$ cat src/rtl/pipelined_cla_adder.sv
// Pipelined carry-lookahead adder/subtractor: one GROUP-bit lookahead group is resolved per stage,
// followed by an output register, under a valid/ready handshake with full backpressure.
module pipelined_cla_adder #(
  parameter int WIDTH = 16,
  parameter int GROUP = 4
) (
  input  logic             clk,
  input  logic             rst,
  input  logic             in_valid,
  output logic             in_ready,
  input  logic [WIDTH-1:0] A,
  input  logic [WIDTH-1:0] B,
  input  logic             Cin,
  input  logic             sub,
  output logic             out_valid,
  input  logic             out_ready,
  output logic [WIDTH-1:0] sum,
  output logic             Cout,
  output logic             ovf
);

  localparam int NSTAGE = WIDTH / GROUP;

  if ((WIDTH % GROUP) != 0 || WIDTH < GROUP) begin : g_param_check
    $error("pipelined_cla_adder: WIDTH must be a non-zero multiple of GROUP");
  end

  // Carries c[0..GROUP] of one group, each a flat sum of products of g, p and c0 (no ripple).
  function automatic logic [GROUP:0] lookahead(input logic [GROUP-1:0] g,
                                               input logic [GROUP-1:0] p,
                                               input logic             c0);
    logic [GROUP:0] c;
    logic           term;
    c    = '0;
    c[0] = c0;
    for (int i = 0; i < GROUP; i++) begin
      term = c0;
      for (int m = 0; m <= i; m++) term = term & p[m];
      c[i+1] = term;
      for (int j = 0; j <= i; j++) begin
        term = g[j];
        for (int m = j + 1; m <= i; m++) term = term & p[m];
        c[i+1] = c[i+1] | term;
      end
    end
    return c;
  endfunction

  // Stage k: effective operands, result bits below group k resolved, carry into group k.
  logic [NSTAGE-1:0]             stg_vld;
  logic [WIDTH-1:0]              stg_a   [NSTAGE];
  logic [WIDTH-1:0]              stg_b   [NSTAGE];
  logic [WIDTH-1:0]              stg_res [NSTAGE];
  logic [NSTAGE-1:0]             stg_c;

  logic [NSTAGE-1:0][GROUP-1:0]  grp_g;
  logic [NSTAGE-1:0][GROUP-1:0]  grp_p;
  logic [NSTAGE-1:0][GROUP:0]    grp_c;
  logic [WIDTH-1:0]              nxt_res [NSTAGE];

  logic stall;

  assign stall    = out_valid & ~out_ready;
  assign in_ready = ~stall;

  always_comb begin
    for (int k = 0; k < NSTAGE; k++) begin
      grp_g[k]   = stg_a[k][GROUP*k +: GROUP] & stg_b[k][GROUP*k +: GROUP];
      grp_p[k]   = stg_a[k][GROUP*k +: GROUP] ^ stg_b[k][GROUP*k +: GROUP];
      grp_c[k]   = lookahead(grp_g[k], grp_p[k], stg_c[k]);
      // NOTE: default the whole word first so no path leaves nxt_res unassigned (no latch).
      nxt_res[k] = stg_res[k];
      nxt_res[k][GROUP*k +: GROUP] = grp_p[k] ^ grp_c[k][GROUP-1:0];
    end
  end

  // Control and output registers: these carry reset so no stale beat survives it.
  always_ff @(posedge clk) begin
    if (rst) begin
      stg_vld   <= '0;
      out_valid <= 1'b0;
      sum       <= '0;
      Cout      <= 1'b0;
      ovf       <= 1'b0;
    end else if (!stall) begin
      // NOTE: sequential state uses non-blocking assignments so every stage samples pre-edge values.
      stg_vld[0] <= in_valid;
      for (int k = 1; k < NSTAGE; k++) stg_vld[k] <= stg_vld[k-1];
      out_valid <= stg_vld[NSTAGE-1];
      if (stg_vld[NSTAGE-1]) begin
        sum  <= nxt_res[NSTAGE-1];
        Cout <= grp_c[NSTAGE-1][GROUP];
        ovf  <= grp_c[NSTAGE-1][GROUP] ^ grp_c[NSTAGE-1][GROUP-1];
      end
    end
  end

  // NOTE: the datapath stages are not reset; their contents only matter when the valid bit is set.
  always_ff @(posedge clk) begin
    if (!stall) begin
      stg_a[0]   <= A;
      stg_b[0]   <= B ^ {WIDTH{sub}};
      stg_c[0]   <= Cin ^ sub;
      stg_res[0] <= '0;
      for (int k = 1; k < NSTAGE; k++) begin
        stg_a[k]   <= stg_a[k-1];
        stg_b[k]   <= stg_b[k-1];
        stg_res[k] <= nxt_res[k-1];
        stg_c[k]   <= grp_c[k-1][GROUP];
      end
    end
  end

endmodule

$ cat config.mk
export PLATFORM = sky130hd
export DESIGN_NAME = pipelined_cla_adder
export DESIGN_NICKNAME = d
export VERILOG_FILES = /design/src/rtl/pipelined_cla_adder.sv
export SDC_FILE = /design/constraint.sdc
export NUM_CORES = 1
export LEC_CHECK = 0
export ABC_AREA = 1
export CAP_MARGIN = 5
export CORE_MARGIN = 2
export CORE_UTILIZATION = 31
export DETAILED_ROUTE_END_ITERATION = 8
export PLACE_DENSITY_LB_ADDON = 0.2
export SYNTH_ARGS = -nofsm -noshare
export SYNTH_HDL_FRONTEND = slang
export SYNTH_SLANG_ARGS = --single-unit
$ cat constraint.sdc
create_clock -name clk -period 10.86 [get_ports clk]
set_clock_uncertainty 0.15 [all_clocks]
set_input_delay 2.172 -clock clk [delete_from_list [all_inputs] [get_ports clk]]
set_output_delay 2.172 -clock clk [all_outputs]
set_load 0.05 [all_outputs]
After elaboration in Yosys (flattened, before gate mapping)
Memories as Yosys holds them, arrays and structs flattened. A register that Yosys moved wholly into a read port is not among the register bits.
Index checks and enable logic that the tools add are counted.
Storage, ports and cells
  register bits after elaboration: 27
  memory bits (writable): 192
  memories kept: 3
Cells by class
  multiplexer cells: 1
  reduce and logical (&&, ||, !) cells: 1
  bitwise gates (word level): 98
Memories
  stg_a: depth 4, width 16, read ports 4, clocked after Yosys merged registers in 0, write ports 4, RTL line 51  | logic [WIDTH-1:0] stg_a [NSTAGE];
  stg_b: depth 4, width 16, read ports 4, clocked after Yosys merged registers in 0, write ports 4, RTL line 52  | logic [WIDTH-1:0] stg_b [NSTAGE];
  stg_res: depth 4, width 16, read ports 4, clocked after Yosys merged registers in 1, write ports 4, RTL line 53  | logic [WIDTH-1:0] stg_res [NSTAGE];
Operators with widths (count)
  AND 1 bit: 41
  OR 1 bit: 40
  XOR 4 bit: 8
  AND 4 bit: 4
  XOR 16 bit: 1
  inverter 1 bit: 2
  AND reduction 2 bit: 1
  XOR 1 bit: 2
  2-to-1 mux 1 bit: 1

Depth between registers and ports, before layout
Gate-level depths: netlist of run 1.
  depth after elaboration: 10
  mapped depth: 10
  depth with buffers taken out: 10

Worst setup path before layout of run 1
OpenSTA, ideal clock, no wires.
  path type: input-to-output
  from: input out_ready
  to: output in_ready
  arrival: 4.670 ns
  data required time: 8.538 ns
  path slack: 3.868 ns
  buffers on the path: 0
  stages on the path: 2
  cell sequence: nor2_4 -> inv_1
Between the ends
  longest elaborated chain between the ends: 3
Ends and longest elaborated chain
  start: declaration: RTL line 16  | input logic out_ready,
  inverter 1 bit: RTL line 63  | assign stall = out_valid & ~out_ready;
  AND 1 bit: RTL line 63
  inverter 1 bit (no source line)
  end: declaration: RTL line 10  | output logic in_ready,
Every way passes these cells.

Worst setup path in the final report of run 1
Same ends and word-level chain as after synthesis.

==> results.toml, run 1 <==
[yosys]
yosys-top-cells-area = "edfxtp_1 (66%), dfxtp_1 (9.3%), ha_1 (5.1%)"
ys_types = 29
synth_cells = 301
synth_flop_cell = "edfxtp_1"
synth_edf_count = 108
synth_fp_nets = 363
ys_ff_latch = 131
yosys.area.top_type = "edfxtp_1"
synthTopCellsByCount = "edfxtp_1 (108), nand2_1 (35), xor2_1 (27)"
yosys_warnings = 0
syn_area_per_cell_um2 = 16.4
ys_async_sr_fraction_pct = 0
synth.most_common_cell = "edfxtp_1"
seq_area_frac_synth_pct = 75.0
synth.top_cell.area_share_pct = 65.7
netlist_area_mm2 = 0.00494

[cells_and_area]
area_growth_pct = 27.8
multi_input_area_mm2 = 0.00111
finish.utilization_pct = 40.2
drive_above_1_share_pct = 14.8
finalNetCount = 434
diodes = 0
seqCellArea_mm2 = 0.00370
nFillCells = 1446

[place]
io_buffers = 57
gp_congestion = 0.669
dp_slack_ns = 4.50
hpwl_mm = 4.27

[clock_network]
cts-root-buf = "clkbuf_16"
cts_tree = "done"
cts_resized = 0
h-tree-depth = 4
cts_buffer_depth = 2
clk_latency_ns = 0.41
postCtsSetupBuffers = 0
ctsHoldBuffers = 0
cts.sinks = 131
numCtsBuffers = 17
cts.clk_slew.worst_paths_ns = 0.05

[sta]
layout_min_cycle_time_ns = 6.33
maxSlewViolCount = 0
fmax_ghz = 0.158
rsz0062_at_grt = "no"
setup_violations = 0
finalHoldViolCount = 0
fin_crit_sh_pct = 58.3
final.setup.worst_slack_ns = 4.53
fin_tns_setup_ns = 0
worst_pin_slew_ns = 1.10
timing.slew.headroom_pct = 26.1

[global_route]
gr-total-overflow = 0
grt_pass1_vias = 2336
grt_pass1_wl_mm = 11.4
antenna_found_initial = 0
grt_start_max_net_pins = 82
grt_util_all_layers_pct = 9.14

[pwr]
peakVddDrop_mv = 0.111
power_density_mw_per_mm2 = 203
p_leak_nw = 2.38

[die]
ioPinCount = 58
core_mm2 = 0.0157
initial_core_util_pct = 31.4
die_area_mm2 = 0.0170
row_count = 46
die_w_um = 130
die_h_um = 130

[min_path]
whs_endpoint = "stg_a[2][11]"
min_path_cells = 0
hp-start = "stg_a[1][11]"
hold_path.class = "reg2reg"

[detailed_routing]
vias_per_cell = 3.93
vias = 2359
wl_mm = 6.81
firstDrtPassIters = 4
antenna_left = 0
drc = 0
drt_iter0_drc = 88
wl_per_cell_um = 11.3

[worst_setup_path]
reg2reg_slack_ns = 8.62
path_class = "in2out"
cp.required_ns = 8.54
cp.arrival_ns = 4.01
r2r-end = "stg_c[1]"
crit_path_max_incr_delay_ns = 0.89
start_kind = "input pin"
path_max_fanout = 33
critPathSlowestCell = "clkdlybuf4s50_1"
crit_path_start = "out_ready"
path_cells = "clkdlybuf4s50_1, nor2_4, inv_4, clkdlybuf4s50_1"
end_kind = "output port"
r2r_start = "out_valid"
crit_path_frequent_cell = "clkdlybuf4s50_1"
rr_worst_depth = 4

[status]
status = "completed"

[job]
max-cap-violations = 0
-- cell families after synthesis --
kind of cell	count (synthesis)	synth area share [%]
simple gates	63	6.31
buf+inv	24	2.51
flops	131	75.0
fa+ha+maj	24	6.69
compound gates	31	4.53
xor+xnor	28	4.97
-- worst max-delay path: cells and delay by family --
family	cells	cell delay, ns
buffers and inverters	3	1.72
AND/OR/NAND/NOR	1	0.09
-- metal layers --
metal	GRT usage, %	up-vias	routed length, um
li1	-	1209	-
met1	11.2	1084	3260
met2	13.3	59	3040
met3	4.26	7	412
met4	5.12	0	95
met5	0	-	0
-- final cells by class --
| cell class | instances | area share, % |
|---|---|---|
| Multi-Input combinational cell | 146 | 17.6 |
| Clock inverter | 12 | 2.20 |
| Inverter | 18 | 1.19 |
| Clock buffer | 20 | 6.92 |
| Tap cell | 216 | 4.28 |
| Sequential cell | 131 | 58.7 |
| Timing Repair Buffer | 58 | 9.16 |
-- metrics by stage --
stage / instance area, um2 / hold slack (ns) / cells / total power, mW
after detailed placement: 5740 / 0.255 / 569 / 0.741
after CTS: 6310 / 0.265 / 601 / 1.30
final: 6310 / 0.263 / 601 / 1.28
after global routing: 6310 / 0.270 / 601 / 1.34
after global placement: 5740 / 0.252 / 569 / 0.739
after floorplan: 4940 / 0.250 / 301 / 0.705
-- worst max-delay path by stage --
stage / end / slack [ns] / cells after the start
3_5_place_dp: in_ready / 4.50 / 4
6_report: in_ready / 4.53 / 4
2_1_floorplan: in_ready / 3.87 / 2
5_1_grt: in_ready / 4.45 / 4
3_3_place_gp: in_ready / 4.51 / 4
4_1_cts: in_ready / 4.50 / 4
-- report_power, final --
| part | internal [mW] | total (mW) | switching [mW] |
|---|---|---|---|
| combinational | 0.0432 | 0.0892 | 0.0460 |
| sequential | 0.620 | 0.640 | 0.0193 |
| clock | 0.357 | 0.551 | 0.194 |
| total | 1.02 | 1.28 | 0.260 |
-- flip-flops by register name, summed over array words and instances, names as in the netlist --
name,flops
Cout,1
stg_vld,4
stg_a,40
stg_res,24
sum,16
out_valid,1
stg_c,4
ovf,1
stg_b,40
-- layout by cell type (no fill, tap or decap), types with 3 or more instances in the layout --
cell type / count
edfxtp_1: 108
clkdlybuf4s50_1: 57
nand2_1: 35
xor2_1: 27
dfxtp_1: 23
ha_1: 20
clkbuf_16: 17
inv_1: 16
nand2_2: 11
a21oi_2: 11
a21oi_1: 7
nor2_1: 7
a21o_1: 6
clkinv_2: 5
o21ai_0: 4
fa_1: 4
nand4_1: 3
clkbuf_1: 3
bufinv_16: 3
Note: power is estimated with default switching activity, not from simulation.
==> inputs of run 2 (changes only) <==
==> constraint.sdc (replaced) <==
create_clock -name clk -period 6.3 [get_ports clk]
set_clock_uncertainty 0.15 [all_clocks]
set_input_delay 1.26 -clock clk [delete_from_list [all_inputs] [get_ports clk]]
set_output_delay 1.26 -clock clk [all_outputs]
set_load 0.05 [all_outputs]
==> run 2 against run 1 <==
Against the previous run:
- routed wire length rose by 0.73%
- register-to-register slack got worse by 4.6 ns
- design area down 1.1%
- clock-buffer cell count is 1 lower
- flip-flop and latch count unchanged
- non-clock buffer count unchanged
- critical path depth did not move
- final cell count shrank 0.50%
- critical path type unchanged
- critical endpoint unchanged
- largest cell class unchanged
- highest routed layer unchanged
==> results.toml, run 2 (synthesized netlist as in run 1, its figures left out) <==
[clock_network]
clk_latency_ns = 0.41
numCtsBuffers = 17
cts.clk_slew.worst_paths_ns = 0.05
cts_tree = "done"
cts-root-buf = "clkbuf_16"
cts_buffer_depth = 2
cts_resized = 0
cts.sinks = 131
h-tree-depth = 4
ctsHoldBuffers = 0
postCtsSetupBuffers = 0

[sta]
final.setup.worst_slack_ns = 1.78
finalHoldViolCount = 0
fin_crit_sh_pct = 71.7
timing.slew.headroom_pct = 27.8
fin_tns_setup_ns = 0
setup_violations = 0
maxSlewViolCount = 0
worst_pin_slew_ns = 1.08
rsz0062_at_grt = "no"
layout_min_cycle_time_ns = 4.52
fmax_ghz = 0.221

[cells_and_area]
layout_commonest_cell = "edfxtp_1"
drive_above_1_share_pct = 13.4
diodes = 0
final_cell_mix = "edfxtp_1 (108), clkdlybuf4s50_1 (57), nand2_1 (35), xor2_1 (27), dfxtp_1 (23)"
finalNetCount = 434
finish.utilization_pct = 39.7
area_growth_pct = 26.4
largestRegisters = "stg_a x40, stg_b x40, stg_res x24"

[global_route]
grt_start_max_net_pins = 82
grt_pass1_vias = 2365
grt_pass1_wl_mm = 11.4
grt_util_all_layers_pct = 9.29
gr-total-overflow = 0
antenna_found_initial = 0

[detailed_routing]
drt_iter0_drc = 116
antenna_left = 0
firstDrtPassIters = 4
vias = 2368
drc = 0
wl_per_cell_um = 11.5
wl_mm = 6.86
vias_per_cell = 3.96

[worst_setup_path]
path_class = "in2out"
critPathSlowestCell = "clkdlybuf4s50_1"
cp.arrival_ns = 3.11
start_kind = "input pin"
reg2reg_slack_ns = 4.06
end_kind = "output port"
rr_worst_depth = 4
r2r-end = "stg_b[2][10]"
crit_path_frequent_cell = "clkdlybuf4s50_1"
r2r_start = "out_valid"
cp.required_ns = 4.89
crit_path_max_incr_delay_ns = 0.89
path_buf_inv = 3
cpLargestDelayFamily = "buffers and inverters"
path_max_fanout = 33
path_cells = "clkdlybuf4s50_1, nor2_4, inv_4, clkdlybuf4s50_1"

[die]
row_count = 46
die_h_um = 130
die_w_um = 130
die_area_mm2 = 0.0170
initial_core_util_pct = 31.4
core_mm2 = 0.0157
ioPinCount = 58

[place]
io_buffers = 57
dp_slack_ns = 1.76
gp_congestion = 0.656
hpwl_mm = 4.31

[status]
status = "completed"

[min_path]
min_path_cells = 0
hold_path.class = "reg2reg"
whs_endpoint = "stg_b[3][12]"
hp-start = "stg_b[2][12]"

[pwr]
p_leak_nw = 2.34
power_density_mw_per_mm2 = 337
peakVddDrop_mv = 0.225

[job]
max-cap-violations = 0
-- run 2: cell types whose count changed in the layout (fill, tap and decap cells not counted), sizes merged --
cell / previous run / this run
bufinv: 3 / 1
clkbuf: 20 / 19
-- run 2: stage by stage --
| stage | total power [mW] | hold slack, ns | std cells | instance area (um2) |
|---|---|---|---|---|
| 2_1_floorplan | 1.22 | 0.250 | 301 | 4940 |
| 3_3_place_gp | 1.27 | 0.252 | 569 | 5740 |
| 3_5_place_dp | 1.28 | 0.255 | 569 | 5740 |
| 4_1_cts | 2.14 | 0.267 | 598 | 6240 |
| 5_1_grt | 2.21 | 0.274 | 598 | 6240 |
| 6_report | 2.11 | 0.263 | 598 | 6240 |
-- run 2: power breakdown --
group | leakage [nW] | switching, mW | internal [mW]
combinational | 0.768 | 0.0797 | 0.0744
clock | 0.243 | 0.324 | 0.524
sequential | 1.33 | 0.0341 | 1.07
-- run 2: worst max-delay path by stage --
stage / startpoint / endpoint / cells after the start
6_report: out_ready / in_ready / 4
2_1_floorplan: out_ready / in_ready / 2
5_1_grt: out_ready / in_ready / 4
3_5_place_dp: out_ready / in_ready / 4
4_1_cts: out_ready / in_ready / 4
3_3_place_gp: out_ready / in_ready / 4
-- run 2: layer usage --
layer	track usage [%]	up-vias	routed length [um]	part of all wire, %
met4	6.26	0	200	2.9
met1	11.4	1092	3290	48
met5	0	-	0	0
met3	4.18	16	387	5.6
met2	13.1	57	2980	43
li1	-	1203	-	-
-- run 2: final cells by class --
type                       count  area (um2)
fill                        1466        9470
inverter                      18        75.1
clock buffer                  19         433
tap                          216         270
multi-input combinational    146        1110
clock inverter                10        70.1
timing repair buffer          58         578
sequential                   131        3700
